<file path="config.mk">
export PLATFORM = sky130hd
export DESIGN_NAME = dp_alu
export DESIGN_NICKNAME = d
export VERILOG_FILES = /design/src/rtl/dp_alu.sv
export SDC_FILE = /design/constraint.sdc
export NUM_CORES = 1
export LEC_CHECK = 0
export ABC_AREA = 1
export CAP_MARGIN = 20
export CORE_MARGIN = 2
export CORE_UTILIZATION = 44
export DETAILED_ROUTE_END_ITERATION = 10
export DONT_BUFFER_PORTS = 1
export SLEW_MARGIN = 20
export SYNTH_ARGS = -nofsm -noshare
export SYNTH_HDL_FRONTEND = slang
export SYNTH_SLANG_ARGS = --single-unit
</file>
<file path="constraint.sdc">
create_clock -name clk -period 10.75 [get_ports clk]
set_clock_uncertainty 0.15 [all_clocks]
set_input_delay 2.15 -clock clk [delete_from_list [all_inputs] [get_ports clk]]
set_output_delay 2.15 -clock clk [all_outputs]
set_load 0.005 [all_outputs]
</file>
<file path="src/rtl/dp_alu.sv">
// dp_alu: two-cycle ARM data-processing execute stage with NZCV flag register.
module dp_alu (
   input  logic        clk,
   input  logic        rst,
   input  logic        start,
   input  logic [31:0] op_a,
   input  logic [31:0] shift_out,
   input  logic        shift_carry_out,
   input  logic [3:0]  opcode,
   input  logic        s_bit,
   input  logic        flag_we,
   input  logic [3:0]  flag_din,
   output logic        busy,
   output logic        done,
   output logic [31:0] result,
   output logic        write_rd,
   output logic [3:0]  nzcv,
   output logic        carry_flag
);

   localparam int unsigned DW = 32;

   typedef enum logic [0:0] {
      ST_IDLE = 1'b0,
      ST_CALC = 1'b1
   } state_e;

   typedef enum logic [3:0] {
      OP_AND = 4'd0,
      OP_EOR = 4'd1,
      OP_SUB = 4'd2,
      OP_RSB = 4'd3,
      OP_ADD = 4'd4,
      OP_ADC = 4'd5,
      OP_SBC = 4'd6,
      OP_RSC = 4'd7,
      OP_TST = 4'd8,
      OP_TEQ = 4'd9,
      OP_CMP = 4'd10,
      OP_CMN = 4'd11,
      OP_ORR = 4'd12,
      OP_MOV = 4'd13,
      OP_BIC = 4'd14,
      OP_MVN = 4'd15
   } op_e;

   state_e        state, next_state;
   logic          capture_c;
   logic          finish_c;

   // Operands and controls latched on the IDLE-to-CALC edge
   logic [DW-1:0] a_q;
   logic [DW-1:0] b_q;
   logic          sc_q;
   logic          cin_q;
   logic          s_q;
   op_e           op_q;

   // Combinational ALU outputs evaluated from the latched operands
   logic [DW-1:0] add_x_c;
   logic [DW-1:0] add_y_c;
   logic          add_cin_c;
   logic [DW:0]   sum_c;
   logic          arith_c;
   logic [DW-1:0] res_c;
   logic [3:0]    flags_c;
   logic          flag_en_c;
   logic          wr_c;

   // State register
   always_ff @(posedge clk or posedge rst) begin
      if (rst) begin
         state <= ST_IDLE;
      end else begin
         state <= next_state;
      end
   end

   // Next-state logic; start is only honoured in IDLE, never queued
   always_comb begin
      next_state = state;
      capture_c  = 1'b0;
      finish_c   = 1'b0;
      case (state)
         ST_IDLE: begin
            if (start) begin
               capture_c  = 1'b1;
               next_state = ST_CALC;
            end
         end
         ST_CALC: begin
            finish_c   = 1'b1;
            next_state = ST_IDLE;
         end
         default: next_state = ST_IDLE;
      endcase
   end

   // Operand capture; carry-in is the flag value before the capture edge
   always_ff @(posedge clk or posedge rst) begin
      if (rst) begin
         a_q   <= '0;
         b_q   <= '0;
         sc_q  <= 1'b0;
         cin_q <= 1'b0;
         s_q   <= 1'b0;
         op_q  <= OP_AND;
      end else if (capture_c) begin
         a_q   <= op_a;
         b_q   <= shift_out;
         sc_q  <= shift_carry_out;
         cin_q <= nzcv[1];
         s_q   <= s_bit;
         op_q  <= op_e'(opcode);
      end
   end

   // Adder operand selection: subtracts are expressed as x + ~y + cin
   always_comb begin
      add_x_c   = a_q;
      add_y_c   = b_q;
      add_cin_c = 1'b0;
      arith_c   = 1'b1;
      case (op_q)
         OP_SUB, OP_CMP: begin
            add_y_c   = ~b_q;
            add_cin_c = 1'b1;
         end
         OP_RSB: begin
            add_x_c   = b_q;
            add_y_c   = ~a_q;
            add_cin_c = 1'b1;
         end
         OP_ADD, OP_CMN: begin
            add_cin_c = 1'b0;
         end
         OP_ADC: begin
            add_cin_c = cin_q;
         end
         OP_SBC: begin
            add_y_c   = ~b_q;
            add_cin_c = cin_q;
         end
         OP_RSC: begin
            add_x_c   = b_q;
            add_y_c   = ~a_q;
            add_cin_c = cin_q;
         end
         default: arith_c = 1'b0;
      endcase
   end

   assign sum_c = {1'b0, add_x_c} + {1'b0, add_y_c} + (DW+1)'(add_cin_c);

   // Result mux across arithmetic and logical opcodes
   always_comb begin
      res_c = sum_c[DW-1:0];
      case (op_q)
         OP_AND, OP_TST: res_c = a_q & b_q;
         OP_EOR, OP_TEQ: res_c = a_q ^ b_q;
         OP_ORR:         res_c = a_q | b_q;
         OP_MOV:         res_c = b_q;
         OP_BIC:         res_c = a_q & ~b_q;
         OP_MVN:         res_c = ~b_q;
         default:        res_c = sum_c[DW-1:0];
      endcase
   end

   // New NZCV: logical ops take C from the shifter and keep V
   always_comb begin
      flags_c[3] = res_c[DW-1];
      flags_c[2] = (res_c == '0);
      if (arith_c) begin
         flags_c[1] = sum_c[DW];
         flags_c[0] = (add_x_c[DW-1] == add_y_c[DW-1]) && (sum_c[DW-1] != add_x_c[DW-1]);
      end else begin
         flags_c[1] = sc_q;
         flags_c[0] = nzcv[0];
      end
   end

   // Compare/test opcodes (8..11) always set flags and never write Rd
   assign flag_en_c = s_q || (op_q[3:2] == 2'b10);
   assign wr_c      = (op_q[3:2] != 2'b10);

   // Result, write enable and handshake outputs
   always_ff @(posedge clk or posedge rst) begin
      if (rst) begin
         result   <= '0;
         write_rd <= 1'b0;
         done     <= 1'b0;
         busy     <= 1'b0;
      end else begin
         done <= finish_c;
         busy <= (next_state == ST_CALC);
         if (finish_c) begin
            result   <= res_c;
            write_rd <= wr_c;
         end
      end
   end

   // Flag register: ALU update on completion beats a direct load on the same edge
   always_ff @(posedge clk or posedge rst) begin
      if (rst) begin
         nzcv <= 4'b0000;
      end else if (finish_c && flag_en_c) begin
         nzcv <= flags_c;
      end else if (flag_we) begin
         nzcv <= flag_din;
      end
   end

   assign carry_flag = nzcv[1];

endmodule

</file>
* Word-level counts from Yosys, hierarchy flattened
Index checks and enable logic that the tools add are counted.
W data, S select, Z words.
** Storage, ports and cells
- Register bits :: 110
- Input port bits :: 78
- Output and inout port bits :: 40
- Logic and storage cells :: 67
** Cells by class
- $add $sub $neg :: 2
- Equal/unequal tests :: 20
- Multiplexer cells :: 12
- Bitwise logic cells :: 7
- Reduce and logical (&&, ||, !) cells :: 14
** Operators by type and width (count)
- $pmux W32 S6 :: 1
- $and A32 B32 Y32 :: 2
- $not A32 Y32 :: 2
- $pmux W32 S2 :: 1
- $add A32 B32 Y33 :: 1
- $add A33 B1 Y33 :: 1
- $eq A4 B4 Y1 const B :: 8
- $logic_not A32 Y1 :: 1
- $mux W32 :: 1
- $or A32 B32 Y32 :: 1
- $xor A32 B32 Y32 :: 1
- $eq A4 B3 Y1 const B :: 4
- $reduce_or A3 Y1 :: 3
- $eq A4 B2 Y1 const B :: 2
- $mux W4 :: 2
- $reduce_or A8 Y1 :: 1
- $reduce_or A2 Y1 :: 3
- $eq A4 B1 Y1 const B :: 1
- $logic_not A4 Y1 :: 1
- $mux W1 :: 4
- $ne A2 B2 Y1 const B :: 2
- $pmux W1 S2 :: 2
- $eq A2 B2 Y1 const B :: 1
- $logic_and A1 B1 Y1 :: 2
- other kinds (7) :: 7

* Longest topological paths before layout
Gate-level depths: netlist of the first run.
- Depth in word-level cells :: 9
- Mapped depth :: 26
- Depth with buffers taken out :: 25

* Worst setup path after synthesis of the first run
OpenSTA, ideal clock, no wires.
- Path type :: register to register
- Start :: register op_q[0]
- End :: register nzcv[2]
- Library setup time :: 0.073 ns
- Arrival :: 3.341 ns
- Path slack :: 7.186 ns
- Cell stages (with the launch flop) :: 24
- Buffers on the path :: 1
- Path through :: dfrtp_1 inv_1 nand2_1 nor2_1 inv_2 clkbuf_1 a31o_2 fa_1 fa_1 nand2_1 nand2_1 nand3_1 nand2_1 nand2_1 nand3_1 nand3_1 nand2_1 nor2_1 nand2_1 nor2_1 nand3_1 nor2_1 nand2_1 a21oi_2
** On the way
- Longest elaborated chain between the ends :: 8
- Elaborated cells on any way between the ends :: 28
- Those cells by class :: 2 x add/sub; 13 x eq/ne; 5 x mux; 8 x reduce/logical
** Ends and longest elaborated chain
- from (decl) :: RTL line 57 : op_e op_q;
- from (signal assigned) :: RTL line 114 : op_q <= op_e'(opcode);
- $eq A4 B3 Y1 (tied with other cells) :: RTL line 124 : case (op_q)
- $reduce_or A3 Y1 (no source line) or $reduce_or A2 Y1 (tied branches)
- $pmux W32 S2 or $mux W32 (tied branches) :: RTL line 124
- $add A32 B32 Y33 :: RTL line 153 : assign sum_c = {1'b0, add_x_c} + {1'b0, add_y_c} + (DW+1)'(add_cin_c);
- $add A33 B1 Y33 :: RTL line 153
- $pmux W32 S6 * :: RTL line 158 : case (op_q)
- $logic_not A32 Y1 * :: RTL line 172 : flags_c[2] = (res_c == '0);
- $mux W4 * :: RTL line 207 : end else if (finish_c && flag_en_c) begin
- to (signal assigned) :: RTL line 208 : nzcv <= flags_c;
- to (signal assigned) :: RTL line 210 : nzcv <= flag_din;
- to (decl) :: RTL line 17 : output logic [3:0] nzcv,
Every way passes the cells marked *; elsewhere a longest branch is shown, timed or not.
A chain may end at the register's enable or synchronous reset.

* Worst setup path after layout of the first run
- Start :: register op_q[2]
- End :: register nzcv[2]
** On the way
- Longest elaborated chain between the ends :: 8
- Elaborated cells on any way between the ends :: 32
- Those cells by class :: 2 x add/sub; 14 x eq/ne; 5 x mux; 11 x reduce/logical
** Ends and longest elaborated chain (RTL line)
- $eq A4 B3 Y1 (tied with other cells) :: 124
- $reduce_or A3 Y1 (no source line) or $reduce_or A2 Y1 (tied branches)
- $pmux W32 S2 or $mux W32 (tied branches) :: 124
- $add A32 B32 Y33 :: 153
- $add A33 B1 Y33 :: 153
- $pmux W32 S6 :: 158
- $logic_not A32 Y1 :: 172
- $mux W4 :: 207
Several ways; a longest one is shown, not always the timed one.

==> results.cfg, run 1 <==
[floorplanning]
std_cell_rows = 54
io_pins = 118
fp.dieH_um = 152
initial_utilization_pct = 44.6
core_region_area_mm2 = 0.0218
die_area_mm2 = 0.0233
die_x_um = 152

[sta]
slew_headroom_pct = 34.8
post-route-period-util_pct = 44.5
finalCriticalPeriod_ns = 4.78
maxSlewViolCount = 0
tightest_slew_ns = 0.976
setup_tns_ns = 0
max_freq_mhz = 209
setup_viol = 0
hold_slack_ns = 0.357
rsz0062_at_grt = no
finalHoldViolations = 0

[place]
hpwl_um = 24800
dp_cells = 1744
port_buffers = 0
routabilityCongestion = 0.972
place_area_mm2 = 0.00984

[power_and_ir_drop]
p_leak_nw = 5.06
power.density_mw_per_mm2 = 193
ir_drop_uv = 93.4

[global_routing]
grt_pass1_wl_um = 51000
gr-usage-all-layers_pct = 27.7
antenna_found_initial = 1
grt_max_degree = 85
grt_pass1_vias = 9013
grt_overflow_total = 0

[synth]
synth_top_cell_by_area = dfrtp_1
syn-mean-instance-area_um2 = 6.39
synth-warning-count = 0
synth_area_mm2 = 0.00970
synthCells = 1517
yosys_register_bits = 110
async_reset_ff_share_pct = 100
synth_cell_types = 49
synth_top_cell_area_share_pct = 28.4
ys_seq_area_share_pct = 28.4
synth-edff-count = 0
ys.flop_type = dfrtp_1
synth_area_leaders = dfrtp_1 28%, nand2_1 19%, o21ai_0 8.5%, ha_1 8.1%, inv_1 7.6%
synth_nets = 1660

[cts]
postCtsHoldBufs = 0
cts_buffers = 9
cts_resized = 0
cts_tree = yes
htreeDepth = 3
cts_buffer_depth = 2
post-cts-setup-buffers = 0
cts.sinks = 110
insertion_delay_ns = 0.37
cts_root_buf = clkbuf_16
clk_pin_slew_ns = 0.08

[layout]
drive_gt1_share_pct = 5.47
layoutNonFillerInstCount = 1760
num_antenna_cells = 0
fin_nets = 1618
layout_common_cells = 493 x nand2_1, 194 x inv_1, 165 x o21ai_0, 110 x dfrtp_1, 107 x nor2_1
final_common_cell = nand2_1
area_delta_synth_final_pct = 5.11
final_util_pct = 46.9
nFillCells = 2321
fin_area_mm2 = 0.0102

[status]
outcome = completed

[routing]
wl_per_cell_um = 18.5
vias_per_cell = 5.65
drc = 0
vias = 9940
postRouteAntennaNets = 0
routed_wl_um = 32500
drtIter0Drc = 1008
drt-pass1-iter-count = 6

[min_path]
hp-class = reg -> reg
hold_start = result[30]

[setup_path]
critical_path_class = reg -> reg
critPathCaptureType = flip-flop
setup.worst_path.start_class = flip-flop
required_ns = 10.83
rr_startpoint = op_q[2]
crit_path_top_delay_cell = fa_1
critical-path-max-stage-delay_ns = 0.55
path_buf_inv = 3
cp-startpoint = op_q[2]
critical_path.top_delay_family = simple AND/OR/NAND/NOR gates
cp.arrival_ns = 4.87
crit_fanout = 64
crit_chain = nand2_2 -> inv_2 -> nor2_1 -> inv_2 -> buf_4 -> o22ai_1 -> a31o_2 -> fa_1 -> fa_1 -> nand2_1 -> nand2_1 -> nand3_1 -> nand2_1 -> and2_1 -> o21ai_0 -> nor2_1 -> nand3_1 -> nor2_1 -> nand3_1 -> nor2_1 -> nand2_1 -> a21oi_2

[flow_run]
cap_violations = 0
[layer usage]
| layer | track usage [%] | part of all wire, % |
|---|---|---|
| met5 | 0 | 0.040 |
| met1 | 43.2 | 48 |
| met4 | 7.94 | 2.2 |
| met3 | 6.34 | 10 |
| met2 | 37.9 | 39 |
[synthesized netlist by cell type (4+ instances only)]
| cell | instances |
|---|---|
| a21oi_1 | 39 |
| a31o_2 | 32 |
| a31oi_1 | 16 |
| buf_2 | 4 |
| buf_4 | 6 |
| buf_6 | 5 |
| clkbuf_1 | 45 |
| dfrtp_1 | 110 |
| ha_1 | 63 |
| inv_1 | 196 |
| inv_2 | 6 |
| nand2_1 | 493 |
| nand2_2 | 5 |
| nand3_1 | 82 |
| nand3b_1 | 8 |
| nand4_1 | 23 |
| nor2_1 | 109 |
| nor3_1 | 10 |
| o2111ai_1 | 9 |
| o21ai_0 | 165 |
| o21ai_1 | 4 |
| o22ai_1 | 41 |
| xor2_1 | 12 |
[final timing paths]
path	end	slack, ns	cells after the start
worst max-delay path	nzcv[2]	5.97	22
worst min-delay path	result[30]	0.36	2
worst max register to register	nzcv[2]	5.97	22
worst min register to register	result[30]	0.36	2
max in group asynchronous	a_q[29]	7.61	2
min in group asynchronous	write_rd	1.57	1
[layout make-up]
cell class / count / area [µm²] / area share, %
inverter: 203 / 766 / 7.51
timing repair buffer: 10 / 75.1 / 0.736
sequential: 110 / 2750 / 27.0
clock inverter: 6 / 115 / 1.13
tap: 280 / 350 / 3.44
multi-input combinational: 1141 / 5900 / 57.8
clock buffer: 10 / 239 / 2.34
[sequential cells by signal (all words and copies together) (netlist names)]
register	flops
a_q	32
b_q	32
result	32
nzcv	4
op_q	4
busy	1
cin_q	1
done	1
s_q	1
sc_q	1
write_rd	1
[power breakdown]
group	switching, mW	internal, mW	total [mW]
Sequential	0.0805	0.497	0.577
Combinational	0.668	0.316	0.984
Clock	0.171	0.236	0.407
Total	0.919	1.05	1.97
[tightest hold or removal path, cell delays in order, from the launching register on]
cell and delay (ns):
dfrtp_1 0.36, nand2_1 0.05, o21ai_0 0.06
[per-stage QoR]
step | worst slack (ns) | total power, mW
detailed placement | 6.12 | 1.55
global route | 5.71 | 2.13
global placement | 6.16 | 1.54
CTS | 6.07 | 1.96
floorplan | 5.55 | 1.27
finish | 5.97 | 1.97
[cell families (layout without fill, tap and decap cells)]
kind of cell    after synthesis  in the layout  synth area share [%]
compound gates              323            323                  19.7
xor+xnor                     12             12                  1.08
fa+ha+maj                    65             65                  8.54
buf+inv                     266            229                  11.0
flops                       110            110                  28.4
simple gates                741            741                  31.3
(Power assumes the default switching activity.)
==> inputs of run 2 (changes only) <==
clock period = 4.4 ns   (was 10.75 ns; I/O delays follow)
==> results.cfg, run 2 (synthesis gave the netlist of run 1 again) <==
[status]
outcome = completed

[setup_path]
critPathMostFrequentCell = nand2_1
setup.worst_path.start_class = flip-flop
crit_path_top_delay_cell = dfrtp_1
critPathCaptureType = flip-flop
required_ns = 4.54
cp.arrival_ns = 4.14
critical_path.top_delay_family = simple AND/OR/NAND/NOR gates
path_buf_inv = 5
crit_fanout = 24
critical-path-max-stage-delay_ns = 0.49
crit_chain = nand2_2 -> inv_2 -> nor2_1 -> inv_2 -> buf_4 -> o22ai_1 -> a31o_2 -> ha_1 -> nand2_1 -> nor2_1 -> inv_1 -> nor2_1 -> nand3b_1 -> nand3_1 -> nand2_1 -> nand3_1 -> nand2_1 -> inv_1 -> nand2_1 -> nor2_1 -> nand2_1 -> nor2_1 -> nand2_1 -> a21oi_2
critical_path_class = reg -> reg

[sta]
hold_slack_ns = 0.341
maxSlewViolCount = 0
finalWorstSetupSlack_ns = 0.400
post-route-period-util_pct = 90.9
finalHoldViolations = 0
slew_headroom_pct = 28.3
setup_tns_ns = 0
finalCriticalPeriod_ns = 4.00
rsz0062_at_grt = no
tightest_slew_ns = 1.07
max_freq_mhz = 250
setup_viol = 0

[floorplanning]
die_x_um = 152
initial_utilization_pct = 44.6
std_cell_rows = 54
fp.dieH_um = 152
io_pins = 118
die_area_mm2 = 0.0233
core_region_area_mm2 = 0.0218

[flow_run]
cap_violations = 0

[global_routing]
grt_pass1_vias = 8982
antenna_found_initial = 0
grt_overflow_total = 0
grt_pass1_wl_um = 50800
grt_max_degree = 79
gr-usage-all-layers_pct = 27.6

[layout]
reg_top3 = a_q (32), b_q (32), result (32)
final_common_cell = nand2_1
drive_gt1_share_pct = 6.23
num_antenna_cells = 0
area_delta_synth_final_pct = 6.44
fin_nets = 1631
layout_common_cells = 493 x nand2_1, 194 x inv_1, 165 x o21ai_0, 110 x dfrtp_1, 107 x nor2_1
final_util_pct = 47.5

[power_and_ir_drop]
finalPower_mw = 4.84
ir_drop_uv = 198
power.density_mw_per_mm2 = 468
p_leak_nw = 5.14

[cts]
cts_root_buf = clkbuf_16
insertion_delay_ns = 0.37
cts_tree = yes
cts_buffers = 9
postCtsHoldBufs = 0
clk_pin_slew_ns = 0.08
htreeDepth = 3
cts_buffer_depth = 2
cts.sinks = 110

[place]
routabilityCongestion = 1.01
hpwl_um = 24800
port_buffers = 0
dp_slack_ns = 0.307

[routing]
drtIter0Drc = 960
postRouteAntennaNets = 0
drc = 0
routed_wl_um = 32000
wl_per_cell_um = 18.1
vias = 9919
vias_per_cell = 5.59
drt-pass1-iter-count = 6

[min_path]
hp-class = in -> async
[run 2: changes by cell type in the layout (fill, tap and decap cells not counted), sizes merged]
cell,before,now
buf,10,23
[run 2: power breakdown]
part           total (mW)  switching, mW  internal, mW
Combinational        2.44           1.64         0.801
Sequential           1.41          0.199          1.21
Clock               0.980          0.416         0.564
[run 2: path summary, 6_finish.rpt]
path	endpoint	start	cells past startpoint	slack, ns
setup reg to reg	nzcv[2]	op_q[2]	24	0.40
hold reg to reg	s_q	s_q	2	0.36
min in group clk	s_q	s_q	2	0.36
setup / recovery	nzcv[2]	op_q[2]	24	0.40
max in group asynchronous	result[21]	rst	2	2.89
hold / removal	done	rst	1	0.34
[run 2: per-layer routing]
layer | wire length (µm) | up-vias | GRT usage, % | part of all wire, %
met5 | 0 | - | 0 | 0
met4 | 617 | 0 | 7.50 | 1.9
met3 | 2970 | 36 | 3.13 | 9.3
met2 | 12700 | 438 | 38.9 | 40
met1 | 15700 | 4519 | 44.2 | 49
li1 | - | 4926 | - | -
[run 2: timing repair]
| action | CTS | global route |
|---|---|---|
| setup endpoints to repair | 0 | 1 |
| gates resized for setup | 0 | 6 |
| buffers inserted | 0 | 0 |
[run 2: layout make-up]
type / count / area, µm²
clock inverters: 6 / 118
well taps: 280 / 350
flip-flops and latches: 110 / 2750
inverters: 203 / 768
fillers: 2312 / 11400
clock buffers: 10 / 229
repair buffers: 23 / 209
multi-input cells: 1141 / 5900
[run 2: stage by stage]
step / instance area, µm² / cells
after floorplan: 9700 / 1517
after global placement: 9960 / 1757
after detailed placement: 9960 / 1757
after CTS: 10300 / 1773
after global routing: 10300 / 1773
final: 10300 / 1773
==> inputs of run 3 (changes only) <==
CORE_ASPECT_RATIO = 1.75   (was not set)
GPL_TIMING_DRIVEN = 0   (was not set)
==> results.cfg, run 3 (synthesis gave the netlist of run 1 again) <==
[floorplanning]
io_pins = 118
initial_utilization_pct = 44.9
fp.dieH_um = 200
std_cell_rows = 71
die_x_um = 116
core_region_area_mm2 = 0.0216
die_area_mm2 = 0.0233

[sta]
max_freq_mhz = 237
finalHoldViolations = 0
tightest_slew_ns = 1.02
hold_slack_ns = 0.178
setup_viol = 0
maxSlewViolCount = 0
finalCriticalPeriod_ns = 4.22
post-route-period-util_pct = 95.9
rsz0062_at_grt = no
slew_headroom_pct = 31.7

[global_routing]
grt_max_degree = 66
grt_pass1_vias = 10500
grt_overflow_total = 0
gr-usage-all-layers_pct = 37.6
antenna_found_initial = 0
grt_pass1_wl_um = 63400

[routing]
routed_wl_um = 43100
wl_per_cell_um = 23.6
postRouteAntennaNets = 0
drc = 0
drtIter0Drc = 664
vias_per_cell = 5.81
drt-pass1-iter-count = 5
vias = 10600

[setup_path]
crit_fanout = 10
cp.arrival_ns = 4.41
critPathMostFrequentCell = nand2_1
required_ns = 4.59
critical-path-max-stage-delay_ns = 0.46
crit_path_top_delay_cell = dfrtp_2
rr_startpoint = op_q[0]
critical_path_class = reg -> reg
reg2reg_slack_ns = 0.18
crit_chain = inv_1 -> nand2_1 -> nor2_4 -> inv_2 -> buf_8 -> a31o_2 -> fa_2 -> fa_2 -> nand2_1 -> nand2_1 -> nand3_1 -> nand2_2 -> nand2_1 -> nand3_1 -> nand3_1 -> nand2_1 -> nor2_2 -> nand2_1 -> nor2_1 -> nand3_1 -> nor2_1 -> nand2_1 -> a21oi_2
critPathCaptureType = flip-flop
cp-startpoint = op_q[0]
setup.worst_path.start_class = flip-flop

[power_and_ir_drop]
ir_drop_uv = 260
p_leak_nw = 5.21
power.density_mw_per_mm2 = 472
finalPower_mw = 4.97

[cts]
cts_buffers = 9
cts.sinks = 110
clk_pin_slew_ns = 0.09
insertion_delay_ns = 0.41
cts_tree = yes
cts_root_buf = clkbuf_16
cts_buffer_depth = 2
postCtsHoldBufs = 0
htreeDepth = 3

[place]
port_buffers = 0
hpwl_um = 33000
routabilityCongestion = 0.983

[layout]
nFillCells = 2293
reg_top3 = a_q (32), b_q (32), result (32)
final_common_cell = nand2_1
area_delta_synth_final_pct = 8.69
num_antenna_cells = 0
fin_nets = 1675
layout_common_cells = 490 x nand2_1, 195 x inv_1, 165 x o21ai_0, 106 x dfrtp_1, 103 x nor2_1
drive_gt1_share_pct = 8.00
final_util_pct = 48.8

[flow_run]
cap_violations = 0

[status]
outcome = completed

[min_path]
hp-class = in -> async
## run 3: what timing repair did
| action | CTS | global route |
|---|---|---|
| cloned | 0 | 1 |
| gates resized for setup | 26 | 30 |
| pin swaps | 1 | 1 |
| setup buffers | 1 | 1 |
| setup endpoints to repair | 8 | 1 |
## run 3: final cells by class
cell class	count	area [µm²]	share of cell area, %
tap	292	365	3.47
sequential	110	2760	26.2
multi-input combinational	1141	5940	56.3
timing repair buffer	3	42.5	0.403
clock buffer	9	225	2.14
timing repair inverter	1	7.51	0.0712
inverter	203	769	7.30
clock inverter	7	88.8	0.843
buffer	63	347	3.29
## run 3: worst max-delay path: cells and delay by family (launching register included)
kind,cells,cell delay (ns)
AO/OA/AOI/OAI,2,0.38
adder cells (fa/ha/maj),2,0.87
buffers and inverters,3,0.38
flip-flops,1,0.46
AND/OR/NAND/NOR,16,1.91
## run 3: metrics by stage
step / instance area, µm² / worst slack, ns / cells / TNS, ns
finish: 10500 / 0.180 / 1829 / 0
global placement: 10100 / -1.06 / 1809 / -115.99
CTS: 10500 / 0.0288 / 1827 / 0
detailed placement: 10100 / -0.727 / 1810 / -1.13
floorplan: 9700 / 0.468 / 1517 / 0
global route: 10500 / 0.00198 / 1829 / 0
## run 3: path summary, 6_finish.rpt
path,to,depth (start not counted)
worst max-delay path,nzcv[2],23
worst min-delay path,cin_q,1
worst max register to register,nzcv[2],23
worst min register to register,done,0
max in group asynchronous,result[17],2
min in group clk,done,0
## run 3: per-layer routing
layer	part of all wire (%)	vias to the layer above	track usage, %
met4	9.1	0	30.3
met5	0	-	0
met1	35	4968	39.7
li1	-	5035	-
met2	50	448	63.4
met3	6.0	178	6.91
## run 3: power breakdown
| group | total (mW) | leakage [nW] | switching [mW] | internal (mW) |
|---|---|---|---|---|
| sequential | 1.43 | 1.34 | 0.211 | 1.21 |
| combinational | 2.63 | 3.72 | 1.81 | 0.821 |
| clock | 0.914 | 0.152 | 0.505 | 0.410 |
| total | 4.97 | 5.21 | 2.53 | 2.44 |
